### src/rtl/accel_host_pkg.sv
// Shared definitions for the lane-detection host bridge: register map,
// status/control bit positions, read-source select and region base helpers.
package accel_host_pkg;

   localparam int unsigned REG_STATUS      = 0;
   localparam int unsigned REG_CONTROL     = 4;
   localparam int unsigned REG_FRAME_COUNT = 8;
   localparam int unsigned REG_IRQ         = 12;

   localparam int unsigned ST_DONE      = 0;
   localparam int unsigned ST_BUSY      = 1;
   localparam int unsigned ST_OVERFLOW  = 2;
   localparam int unsigned ST_ORDER_ERR = 3;

   localparam int unsigned CTL_SOFT_RST = 0;
   localparam int unsigned CTL_CLEAR    = 1;

   localparam int unsigned IRQ_EN_BIT   = 0;
   localparam int unsigned IRQ_PEND_BIT = 1;

   // Field order matches the STATUS register layout, bit0 = done.
   typedef struct packed {
      logic order_err;
      logic overflow;
      logic busy;
      logic done;
   } status_t;

   typedef enum logic [1:0] {
      RD_ZERO,
      RD_BRAM,
      RD_REG
   } rd_src_e;

   function automatic int unsigned out_base(int unsigned width, int unsigned height);
      return width * height * 4;
   endfunction

   function automatic int unsigned ctrl_base(int unsigned width, int unsigned height,
                                             int unsigned out_bytes);
      return out_base(width, height) + out_bytes;
   endfunction

endpackage

### src/rtl/accel_soft_reset_gen.sv
// Soft-reset pulse generator: holds soft_rst_n low for RESET_CYCLES cycles
// after start; a start seen while the pulse is running does not extend it.
module accel_soft_reset_gen #(
   parameter int unsigned RESET_CYCLES = 15
) (
   input  logic clk,
   input  logic rst_n,
   input  logic start,
   output logic soft_rst_n,
   output logic active
);

   localparam int unsigned CW = $clog2(RESET_CYCLES + 1);

   logic [CW-1:0] cnt;

   always_ff @(posedge clk or negedge rst_n) begin
      if (!rst_n)
         cnt <= '0;
      else if (cnt != '0)
         cnt <= cnt - CW'(1);
      else if (start)
         cnt <= CW'(RESET_CYCLES);
   end

   assign active     = (cnt != '0);
   assign soft_rst_n = rst_n & ~active;

endmodule

### src/rtl/accel_host_bridge.sv
// Host-bus front end for the lane-detection accelerator: in-order pixel stream,
// output-map reads, status/control, frame counter. Define ACCEL_HOST_IRQ_EN for the done interrupt.
module accel_host_bridge
   import accel_host_pkg::*;
#(
   parameter int unsigned ADDR_WIDTH   = 20,
   parameter int unsigned IN_WIDTH     = 512,
   parameter int unsigned IN_HEIGHT    = 256,
   parameter int unsigned IN_CHANNELS  = 3,
   parameter int unsigned PIXEL_BITS   = 7,
   parameter int unsigned OUT_BYTES    = 2048,
   parameter int unsigned RESET_CYCLES = 15
) (
   input  logic                                clk,
   input  logic                                rst_n,
   input  logic                                host_wr_en,
   input  logic [ADDR_WIDTH-1:0]               host_wr_addr,
   input  logic [31:0]                         host_wr_data,
   input  logic [3:0]                          host_wr_strobe,
   input  logic                                host_rd_en,
   input  logic [ADDR_WIDTH-1:0]               host_rd_addr,
   output logic [31:0]                         host_rd_data,
   output logic                                host_rd_valid,
   output logic [IN_CHANNELS*PIXEL_BITS-1:0]   pix_data,
   output logic                                pix_valid,
   input  logic                                pix_full,
   output logic                                first_pixel,
   input  logic                                core_done,
   output logic [$clog2(OUT_BYTES/4)-1:0]      bram_rd_addr,
   output logic                                bram_rd_en,
   input  logic [31:0]                         bram_rd_data,
   output logic                                soft_rst_n,
   output logic                                busy,
   output logic                                done,
   output logic                                irq
);

   localparam int unsigned NPIX      = IN_WIDTH * IN_HEIGHT;
   localparam int unsigned IDX_W     = (NPIX > 1) ? $clog2(NPIX) : 1;
   localparam int unsigned PIX_W     = IN_CHANNELS * PIXEL_BITS;
   localparam int unsigned BRAM_AW   = $clog2(OUT_BYTES / 4);
   localparam int unsigned OUT_BASE  = out_base(IN_WIDTH, IN_HEIGHT);
   localparam int unsigned CTRL_BASE = ctrl_base(IN_WIDTH, IN_HEIGHT, OUT_BYTES);

   logic             srst_start, srst_active;
   logic [31:0]      wa, ra;
   logic             wr_ok, pix_acc, pix_match, pix_in_order, pix_push, pix_ooo;
   logic             frame_start, ctrl_wr, clr_wr, rd_in_out;
   logic [IDX_W-1:0] widx, exp_idx_q;
   logic [PIX_W-1:0] pix_trunc;
   status_t          status_q, status_d;
   logic [15:0]      frame_cnt_q;
   rd_src_e          rd_src_q, rd_src_d;
   logic [31:0]      rd_reg_q, rd_reg_d, irq_rd_val;
   logic             rd_valid_q;
   logic             unused_bits;

   accel_soft_reset_gen #(.RESET_CYCLES(RESET_CYCLES)) u_soft_reset (
      .clk        (clk),
      .rst_n      (rst_n),
      .start      (srst_start),
      .soft_rst_n (soft_rst_n),
      .active     (srst_active)
   );

   assign wa    = 32'(host_wr_addr);
   assign ra    = 32'(host_rd_addr);
   assign wr_ok = host_wr_en & ~srst_active;
   assign widx  = wa[IDX_W+1:2];

   assign pix_acc      = wr_ok && (wa < NPIX * 4) && (wa[1:0] == 2'b00)
                         && (&host_wr_strobe[IN_CHANNELS-1:0]);
   assign pix_match    = (widx == exp_idx_q);
   assign pix_in_order = pix_acc & pix_match;
   assign pix_push     = pix_in_order & ~pix_full;
   assign pix_ooo      = pix_acc & ~pix_match;
   assign frame_start  = pix_in_order && (widx == '0);

   assign ctrl_wr    = wr_ok && (wa == CTRL_BASE + REG_CONTROL) && host_wr_strobe[0];
   assign srst_start = ctrl_wr & host_wr_data[CTL_SOFT_RST];
   assign clr_wr     = ctrl_wr & host_wr_data[CTL_CLEAR];

   assign unused_bits = ^{host_wr_data, host_wr_strobe};

   // Keep the top PIXEL_BITS of each channel byte.
   always_comb begin
      pix_trunc = '0;
      for (int unsigned c = 0; c < IN_CHANNELS; c++)
         pix_trunc[c*PIXEL_BITS +: PIXEL_BITS] = host_wr_data[c*8 + (8 - PIXEL_BITS) +: PIXEL_BITS];
   end

   // core_done is applied last so it wins over a same-cycle clear or frame start.
   always_comb begin
      status_d = status_q;
      if (clr_wr) begin
         status_d.done      = 1'b0;
         status_d.overflow  = 1'b0;
         status_d.order_err = 1'b0;
      end
      if (pix_ooo)
         status_d.order_err = 1'b1;
      if (pix_in_order && pix_full)
         status_d.overflow = 1'b1;
      if (frame_start) begin
         status_d.busy = 1'b1;
         status_d.done = 1'b0;
      end
      if (core_done) begin
         status_d.done = 1'b1;
         if (!frame_start)
            status_d.busy = 1'b0;
      end
   end

   assign rd_in_out    = (ra >= OUT_BASE) && (ra < CTRL_BASE);
   assign bram_rd_en   = host_rd_en & rd_in_out;
   assign bram_rd_addr = BRAM_AW'((ra - OUT_BASE) >> 2);

   always_comb begin
      rd_src_d = RD_ZERO;
      rd_reg_d = '0;
      if (host_rd_en) begin
         if (rd_in_out) begin
            rd_src_d = RD_BRAM;
         end else if (ra == CTRL_BASE + REG_STATUS) begin
            rd_src_d = RD_REG;
            rd_reg_d = 32'(status_q);
         end else if (ra == CTRL_BASE + REG_FRAME_COUNT) begin
            rd_src_d = RD_REG;
            rd_reg_d = 32'(frame_cnt_q);
         end else if (ra == CTRL_BASE + REG_IRQ) begin
            rd_src_d = RD_REG;
            rd_reg_d = irq_rd_val;
         end
      end
   end

   always_ff @(posedge clk or negedge rst_n) begin
      if (!rst_n) begin
         exp_idx_q   <= '0;
         status_q    <= '0;
         frame_cnt_q <= '0;
         pix_valid   <= 1'b0;
         first_pixel <= 1'b0;
         pix_data    <= '0;
         rd_valid_q  <= 1'b0;
         rd_src_q    <= RD_ZERO;
         rd_reg_q    <= '0;
      end else if (srst_active) begin
         exp_idx_q   <= '0;
         status_q    <= '0;
         frame_cnt_q <= '0;
         pix_valid   <= 1'b0;
         first_pixel <= 1'b0;
         pix_data    <= '0;
         rd_valid_q  <= 1'b0;
         rd_src_q    <= RD_ZERO;
         rd_reg_q    <= '0;
      end else begin
         status_q    <= status_d;
         pix_valid   <= pix_push;
         first_pixel <= frame_start;
         if (pix_push)
            pix_data <= pix_trunc;
         if (pix_in_order)
            exp_idx_q <= (exp_idx_q == IDX_W'(NPIX - 1)) ? '0 : exp_idx_q + IDX_W'(1);
         if (core_done)
            frame_cnt_q <= frame_cnt_q + 16'd1;
         rd_valid_q <= host_rd_en;
         rd_src_q   <= rd_src_d;
         rd_reg_q   <= rd_reg_d;
      end
   end

   assign host_rd_valid = rd_valid_q;
   assign host_rd_data  = (rd_src_q == RD_BRAM) ? bram_rd_data : rd_reg_q;
   assign busy          = status_q.busy;
   assign done          = status_q.done;

`ifdef ACCEL_HOST_IRQ_EN
   logic irq_wr, irq_en_q, irq_pend_q, irq_en_d, irq_pend_d, irq_q;

   assign irq_wr = wr_ok && (wa == CTRL_BASE + REG_IRQ) && host_wr_strobe[0];

   always_comb begin
      irq_en_d   = irq_en_q;
      irq_pend_d = irq_pend_q;
      if (irq_wr) begin
         irq_en_d = host_wr_data[IRQ_EN_BIT];
         if (host_wr_data[IRQ_PEND_BIT])
            irq_pend_d = 1'b0;
      end
      if (core_done)
         irq_pend_d = 1'b1;
   end

   always_ff @(posedge clk or negedge rst_n) begin
      if (!rst_n) begin
         irq_en_q   <= 1'b0;
         irq_pend_q <= 1'b0;
         irq_q      <= 1'b0;
      end else if (srst_active) begin
         irq_en_q   <= 1'b0;
         irq_pend_q <= 1'b0;
         irq_q      <= 1'b0;
      end else begin
         irq_en_q   <= irq_en_d;
         irq_pend_q <= irq_pend_d;
         irq_q      <= irq_en_d & irq_pend_d;
      end
   end

   assign irq        = irq_q;
   assign irq_rd_val = {30'd0, irq_pend_q, irq_en_q};
`else
   assign irq        = 1'b0;
   assign irq_rd_val = '0;
`endif

endmodule

### config.mk
export PLATFORM = sky130hd
export DESIGN_NAME = accel_host_bridge
export DESIGN_NICKNAME = d
export VERILOG_FILES = /design/src/rtl/accel_host_pkg.sv /design/src/rtl/accel_soft_reset_gen.sv /design/src/rtl/accel_host_bridge.sv
export SDC_FILE = /design/constraint.sdc
export NUM_CORES = 1
export LEC_CHECK = 0
export ABC_AREA = 1
export ABC_CLOCK_PERIOD_IN_PS = 2900
export CORE_ASPECT_RATIO = 0.9
export CORE_MARGIN = 5
export CORE_UTILIZATION = 48
export CTS_CLUSTER_SIZE = 30
export DETAILED_ROUTE_END_ITERATION = 12
export PLACE_DENSITY = 0.84
export SLEW_MARGIN = 20
export SYNTH_ARGS = -nofsm -noshare
export SYNTH_HDL_FRONTEND = slang
export SYNTH_HIERARCHICAL = 1
export SYNTH_SLANG_ARGS = --single-unit
### constraint.sdc
create_clock -name clk -period 2.9 [get_ports clk]
set_input_delay 0.435 -clock clk [delete_from_list [all_inputs] [get_ports clk]]
set_output_delay 0.435 -clock clk [all_outputs]
set_load 0.1 [all_outputs]
==> impl_metrics.json, run 1 <==
{
  "status": "finished clean",
  "grt.total_usage_pct": 21.94,
  "crit_path_start_kind": "flop",
  "power.leakage_nw": 3.456,
  "ant_nets": 0,
  "vias": 4745,
  "synth_cell_type_count": 42,
  "synth_cells": 642,
  "nets": 915,
  "clock-sinks": 83,
  "setup_viol": 0,
  "cts_buffer_depth": 2,
  "drtPass1Iterations": 5,
  "finalClockSkew_ns": 0.006314,
  "synth_fp_nets": 760,
  "io_buffers": 171,
  "synth-seq-area-share_pct": 42.34,
  "die-area_sq_um": 12350,
  "final_util_pct": 69.92,
  "grt_pass1_wl_mm": 21.92,
  "hpwl_mm": 10.50,
  "numCtsBuffers": 9,
  "drt_wl_total_mm": 13.66,
  "die_height_um": 105.9,
  "grt_start_max_net_pins": 59,
  "antenna_found_initial": 0,
  "fillerInstances": 796,
  "multi_input_area_sq_um": 2295,
  "setup_tns_ns": 0,
  "worst_slack_ns": 0.4102,
  "cts_resized": 0,
  "cts_tree": "done",
  "yosysWarnings": 6,
  "rsz0062_at_grt": "no",
  "syn_avg_cell_area_sq_um": 7.642,
  "grt_pass1_vias": 4751,
  "clk_latency_ns": 0.33,
  "max-cap-violations": 0,
  "drv_slew": 0,
  "finalHoldViolCount": 0,
  "via_per_inst": 5.097,
  "grt.overflow.total": 0,
  "irDropWorstVdd_mv": 0.3366,
  "antenna-diode-count": 0,
  "ys_seq_elements": 83,
  "endpoint_kind": "output pin",
  "cts.clk_slew.worst_paths_ns": 0.06,
  "cts_max_level": 3,
  "synthesis.area_sq_um": 4906,
  "root_buffer": "clkbuf_16",
  "critical_path_class": "reg2out",
  "ctsHoldBuffers": 0,
  "layout_common_cells": "139 x nand2_1, 101 x clkdlybuf4s50_1, 96 x nand3_1, 83 x dfrtp_1",
  "initial_core_util_pct": 48.50,
  "seq_area_sq_um": 2077,
  "worst_pin_slew_ns": 0.8976,
  "pre_cts_ws_ns": 0.4596,
  "fp-row-count": 35,
  "final_common_cell": "nand2_1",
  "postCtsSetupBuffers": 0,
  "drt-initial-drc-count": 214,
  "wire_per_inst_um": 14.67,
  "min_path_type": "in2async",
  "crit_required_ns": 2.47,
  "p_per_area_nw_per_um2": 449.1,
  "finalCriticalPeriod_ns": 2.490,
  "core_area_sq_um": 10120,
  "fp.dieW_um": 116.6,
  "crit_path_start": "rd_src_q[1]",
  "cp_data_arrival_time_ns": 2.05,
  "path_max_fanout": 25,
  "place_congestion": 0.9190,
  "finalCritPeriodShare_pct": 85.85,
  "reg2reg_from": "exp_idx_q[5]",
  "drc_errors": 0,
  "clock.fmax_mhz": 401.6,
  "slew-limit-headroom_pct": 40.02,
  "syn_to_final_growth_pct": 44.17,
  "ioPinCount": 184,
  "drive_above_1_share_pct": 17.83
}
[synthesized netlist by cell type (all sizes together)]
cell type,number,share of area [%]
a211oi,1,0.15
a21boi,1,0.15
a21oi,12,1.2
a221oi,1,0.18
a31oi,1,0.13
and3,1,0.13
buf,29,4.4
clkbuf,6,0.46
clkinv,1,0.076
conb,1,0.076
dfrtp,83,42
ha,4,1.0
inv,78,6.0
mux2,16,3.7
nand2,143,11
nand3,101,11
nand3b,1,0.15
nand4,5,0.64
nor2,84,7.2
nor3,29,3.2
nor3b,6,0.92
nor4,1,0.13
o211ai,1,0.15
o21ai,15,1.6
or2,3,0.38
xnor2,4,0.87
xor2,14,2.7
[state kept, by name, indices dropped and copies added (netlist names), 2 cells and up]
signal            count
pix_data             21
exp_idx_q            17
frame_cnt_q          16
rd_reg_q             16
u_soft_reset/cnt      4
rd_src_q              2
status_q              2
[per-stage QoR]
step | power, W | hold slack [ns] | instance area [sq um] | instances
2_1_floorplan | 0.001669 | 0.1394 | 4906 | 642
3_3_place_gp | 0.001902 | 0.3635 | 6739 | 915
3_5_place_dp | 0.001933 | 0.3738 | 6739 | 915
4_1_cts | 0.003199 | 0.01076 | 7073 | 931
5_1_grt | 0.003320 | 0.01988 | 7073 | 931
6_report | 0.003176 | 0.005915 | 7073 | 931
[per-layer routing]
| layer | track usage [%] | up-vias | share of wire [%] |
|---|---|---|---|
| met5 | 0 | - | 0 |
| met4 | 4.423 | 0 | 1.2 |
| met1 | 26.15 | 2188 | 39 |
| met3 | 6.488 | 16 | 10 |
| met2 | 39.09 | 192 | 50 |
| li1 | - | 2349 | - |
[cell families after synthesis]
family | synth area share (%)
DFF | 42.34
and+or+nand+nor | 34.89
muxes | 3.672
AOI/OAI and AO/OA | 3.596
other | 0.07644
adders and majority gates | 1.020
xor gates and xnor gates | 3.520
buffers and inverters | 10.89
[critical path, stage by stage, from the launching register on]
cell	delay, ns
dfrtp_1	0.36
inv_1	0.05
nand2_1	0.50
buf_4	0.39
nor2_1	0.11
buf_4	0.30
[path summary, 6_finish.rpt]
check	slack, ns	cells past startpoint	endpoint
max	0.41	5	host_rd_data[16]
min	0.006	1	pix_data[1]
max reg2reg	0.42	11	exp_idx_q[0]
min reg2reg	0.50	2	pix_data[12]
max in group asynchronous	1.86	2	done
min in group clk	0.50	2	pix_data[12]
[report_power, final]
group | internal [W] | total (W) | switching, W
logic | 0.000250 | 0.000690 | 0.000440
clock network | 0.000786 | 0.00126 | 0.000472
registers | 0.00120 | 0.00123 | 0.0000313
[final cells by class]
type | count | area share [%]
multi-input cells | 445 | 32.44
flip-flops and latches | 83 | 29.36
repair buffers | 179 | 26.99
inverters | 79 | 4.192
clock buffers | 10 | 3.379
well taps | 129 | 2.282
clock inverters | 6 | 1.344
(Power assumes the default switching activity.)
==> run 2, diff against run 1 <==
CORE_UTILIZATION = 45   (was 48)
CTS_CLUSTER_DIAMETER = 50   (was not set)
PLACE_DENSITY = 0.79   (was 0.84)
==> run 2 against run 1 <==
Effect of this change:
- clock-buffer cell count did not move
- largest power group unchanged
- sequential share of layout area is 0.34 points higher
- final area decreased by 1.1%
- cell count is 0.32% higher
- global-route usage fell by 0.90 points
- register-to-register slack gained 0.13 ns
- power decreased by 0.66%
- fmax is 5.8% higher
- flip-flop and latch count is the same
- clock power barely moved
- die area rose by 6.1%
- critical endpoint is now exp_idx_q[1]
- via count fell by 1.2%
==> impl_metrics.json, run 2 (synthesis results as in run 1) <==
{
  "p_per_area_nw_per_um2": 451.2,
  "nets": 915,
  "status": "finished clean",
  "crit_family": "simple AND/OR/NAND/NOR gates",
  "setup_viol": 0,
  "crit_path_start_kind": "flop",
  "drv_slew": 0,
  "grt_pass1_vias": 4727,
  "numCtsBuffers": 9,
  "cts.clk_slew.worst_paths_ns": 0.06,
  "root_buffer": "clkbuf_16",
  "drt_wl_total_mm": 13.56,
  "finalClockSkew_ns": 0.009154,
  "finalCritPeriodShare_pct": 81.18,
  "hpwl_mm": 10.47,
  "final_common_cell": "nand2_1",
  "grt_start_max_net_pins": 54,
  "antenna-diode-count": 0,
  "drive_above_1_share_pct": 17.73,
  "ctsHoldBuffers": 0,
  "path_max_fanout": 12,
  "crit_path_top_delay_cell": "dfrtp_1",
  "critPathBufInv": 0,
  "fp-row-count": 36,
  "finalCriticalPeriod_ns": 2.354,
  "critical_path_class": "reg2reg",
  "slew-limit-headroom_pct": 56.95,
  "die-area_sq_um": 13090,
  "layout_common_cells": "139 x nand2_1, 101 x clkdlybuf4s50_1, 96 x nand3_1, 83 x dfrtp_1",
  "min_path_type": "in2async",
  "cts_max_level": 3,
  "syn_to_final_growth_pct": 42.54,
  "grt.overflow.total": 0,
  "drt-initial-drc-count": 189,
  "grt.total_usage_pct": 21.04,
  "cp_cell_sequence": "ha_1 > nand2_1 > nor4_1 > nand3_1 > nor3_1 > ha_1 > or2_2 > nor2_2 > nand2_1 > nand2_1",
  "worst_pin_slew_ns": 0.6457,
  "crit_top_cell": "nand2_1",
  "io_buffers": 171,
  "place_congestion": 0.9313,
  "power_w": 0.003155,
  "max-cap-violations": 0,
  "via_per_inst": 5.019,
  "crit_required_ns": 3.12,
  "clock-sinks": 83,
  "initial_core_util_pct": 45.57,
  "irDropWorstVdd_mv": 0.3644,
  "finalHoldViolCount": 0,
  "drtPass1Iterations": 4,
  "clock.fmax_mhz": 424.8,
  "postCtsSetupBuffers": 0,
  "wire_per_inst_um": 14.52,
  "die_height_um": 109.1,
  "cp_data_arrival_time_ns": 2.57,
  "top_regs": "pix_data (21), exp_idx_q (17)",
  "ant_nets": 0,
  "cts_tree": "done",
  "setup_tns_ns": 0,
  "regMostFlops": "pix_data",
  "largest_reg_flops": 21,
  "cts_resized": 0,
  "grt_pass1_wl_mm": 22.38,
  "ioPinCount": 184,
  "postPlaceCellArea_sq_um": 6669,
  "vias": 4688,
  "antenna_found_initial": 0,
  "endpoint_kind": "flop",
  "drc_errors": 0,
  "power.leakage_nw": 3.438,
  "slowest_delay_ns": 0.48,
  "core_area_sq_um": 10770,
  "finalInstanceArea_sq_um": 6993,
  "fp.dieW_um": 120.1,
  "cts_buffer_depth": 2,
  "rsz0062_at_grt": "no",
  "clk_latency_ns": 0.33
}
[run 2: area by class of cell]
type / instances / area (sq um)
fillers: 892 / 3772
clock inverters: 5 / 85.08
flip-flops and latches: 83 / 2077
inverters: 79 / 296.5
multi-input cells: 445 / 2295
clock buffers: 10 / 239.0
repair buffers: 179 / 1834
well taps: 133 / 166.4
[run 2: path summary, 6_finish.rpt]
kind | start | to | slack (ns) | cells after the start
min in group clk | u_soft_reset/cnt[0] | u_soft_reset/cnt[0] | 0.48 | 2
worst max-delay path | exp_idx_q[0] | exp_idx_q[1] | 0.55 | 10
worst min-delay path | rst_n | exp_idx_q[6] | 0.03 | 1
worst max register to register | exp_idx_q[0] | exp_idx_q[1] | 0.55 | 10
worst min register to register | u_soft_reset/cnt[0] | u_soft_reset/cnt[0] | 0.48 | 2
max in group asynchronous | rst_n | frame_cnt_q[15] | 1.87 | 2
[run 2: per-stage QoR]
step / worst slack [ns] / hold WS (ns) / instances / utilization, %
finish: 0.5457 / 0.02815 / 934 / 64.96
global placement: 0.5336 / 0.3895 / 919 / 61.95
floorplan: 0.2671 / 0.1394 / 642 / -
CTS: 0.5473 / 0.03910 / 934 / 64.96
global route: 0.2523 / 0.06355 / 934 / 64.96
detailed placement: 0.4205 / 0.3994 / 919 / 61.95
[run 2: power breakdown]
part | switching [W] | leakage [nW] | internal [W] | total [W]
logic | 0.000434 | 2.13 | 0.000251 | 0.000685
registers | 0.0000307 | 1.15 | 0.00120 | 0.00123
clock network | 0.000464 | 0.156 | 0.000779 | 0.00124
[run 2: worst register-to-register path, delay by kind of cell (launching register included)]
| kind | cells | cell delay, ns |
|---|---|---|
| adders and majority gates | 2 | 0.78 |
| DFF | 1 | 0.48 |
| and+or+nand+nor | 8 | 0.98 |
[run 2: metal layers]
metal	vias up	wire, um	track usage, %
li1	2349	-	-
met1	2160	5677	26.66
met2	166	6759	36.82
met3	13	990	3.942
met4	0	135	6.296
met5	-	0	0
==> RTL change (flow settings as in run 1) <==
Re-encode `rd_src_e` (3 values) as one-hot, 3 bits wide.
--- a/src/rtl/accel_host_pkg.sv
+++ b/src/rtl/accel_host_pkg.sv
@@ -27,8 +27,8 @@
    } status_t;
 
-   typedef enum logic [1:0] {
-      RD_ZERO,
-      RD_BRAM,
-      RD_REG
+   typedef enum logic [2:0] {
+      RD_ZERO = 3'b001,
+      RD_BRAM = 3'b010,
+      RD_REG  = 3'b100
    } rd_src_e;
 
Check against the original RTL: same outputs for any inputs over 4 cycles, from zero or initial values and one cycle with rst_n low; so few cycles prove little.
==> RTL change against run 1 <==
Clock power is 8% lower. Sequential share of layout area increased by 0.19 points. Synthesized area increased by 0.94%. Design area up 0.60%. Routed wire length increased by 7.4%. First-iteration DRC count increased by 62%. Register-to-register slack better by 0.12 ns. Total power shrank 1.2%. Sequential cell count is 1 higher. Setup slack improved by 0.0036 ns. Largest power group is now sequential cells.
==> RTL change: results (changes against run 1) <==
stage,metric,value,unit,change
global_route,grt_max_degree,85,,+44%
routing,route.met2.wl,7300,um,+7.0%
logic_synthesis,synth_cell_type_count,36,,-14%
global_route,use_met1,28.6,%,+2.5 points
timing,finalClockSkew,0.00551,ns,-0.000809 ns
global_route,antenna_found_initial,1,,+1
logic_synthesis,synth_fa_ha_area_share,1.01,%,-0.0095 points
layout,clock_area_share,4.20,%,-0.52 points
global_route,grtUsageTotal,23.7,%,+1.7 points
logic_synthesis,synth.area.mux_share,3.64,%,-0.034 points
setup_path,path_max_fanout,32,,+28%
status,status,finished clean,,
clocking,cts_num_sinks,84,,+1.2%
layout,nets,932,,+1.9%
logic_synthesis,yosys-top-cells-area,"dfrtp_1, nand2_1, nand3_1",,
place,dp_hpwl,11200,um,+6.9%
routing,met3WireLength,1370,um,-0.22%
logic_synthesis,netlist_top_cells_count,"nand2_1, nand3_1, dfrtp_1, nor2_1, inv_1",,
routing,via_count,4947,,+4.3%
layout,seq_share,29.6,%,+0.19 points
logic_synthesis,synth-compound-area-share,3.18,%,-0.41 points
layout,multi_input_comb_area,2300,um2,+0.16%
layout,drive_above_1_share,16.1,%,-1.7 points
power_and_ir_drop,leakage,3.50,nW,+1.1%
global_route,grt_pass1_wl,23700,um,+8.2%
routing,drt_iter0_markers,346,,+62%
place,place_ws,0.427,ns,-0.0328 ns
layout,num-multi-input-gates,458,,+2.9%
logic_synthesis,synth_xor_area_share,3.01,%,-0.51 points
logic_synthesis,yosysSeqAreaShare,42.5,%,+0.13 points
place,routabilityCongestion,0.896,,-2.5%
routing,drt_wl_total,14700,um,+7.4%
layout,n_all_inverters,80,,+1.3%
global_route,met2_usage,41.8,%,+2.7 points
power_and_ir_drop,vdd_drop_max,0.351,mV,+4.1%
logic_synthesis,syn_nets,774,,+1.8%
layout,buf_share,27.4,%,+0.45 points
## RTL change: cell types whose count changed in the layout (fill, tap and decap cells not counted), moves of 2 or more
cell             run 1  this run
nor2_1              72        80
nand3_1             96       103
nand2_1            139       144
nor2_2              10         6
a21oi_1             12         9
inv_1               72        75
xnor2_1              3         6
buf_12              25        27
clkinv_2             0         2
inv_2                6         4
nor4_1               1         3
or2_2                2         0
xor2_1              13        11
## RTL change: metrics by stage
step	total power [mW]	TNS (ns)	instance area, um2	std cells
global placement	1.96	0	6810	932
floorplan	1.71	-1.05	4950	656
global route	3.27	0	7120	948
CTS	3.15	0	7110	948
detailed placement	2.00	0	6810	932
finish	3.14	0	7120	948
## RTL change: path summary, 6_finish.rpt
path                                     startpoint                         end  slack, ns  depth (start not counted)
max                           rd_src_q[0]$_DFF_PN1_             host_rd_data[9]       0.41                          3
min reg2reg                pix_data[11]$_DFFE_PN0P_    pix_data[11]$_DFFE_PN0P_       0.50                          2
max reg2reg                exp_idx_q[2]$_DFFE_PN0P_   exp_idx_q[15]$_DFFE_PN0P_       0.54                          9
max in group asynchronous                     rst_n       rd_src_q[1]$_DFF_PN0_       2.15                          2
min in group clk           pix_data[11]$_DFFE_PN0P_    pix_data[11]$_DFFE_PN0P_       0.50                          2
min                                           rst_n  frame_cnt_q[8]$_DFFE_PN0P_       0.23                          2
## RTL change: power groups by stage
stage	logic [mW]	registers, mW	clock network (mW)
floorplan	0.407	1.31	0
global placement	0.680	1.28	0
detailed placement	0.716	1.28	0
CTS	0.719	1.26	1.17
global route	0.784	1.26	1.23
finish	0.718	1.26	1.16
## RTL change: worst max-delay path, cell delays in order (launching register included)
cell     delay, ns
dfstp_2       0.36
or3b_2        0.76
mux2_2        0.41
buf_12        0.17
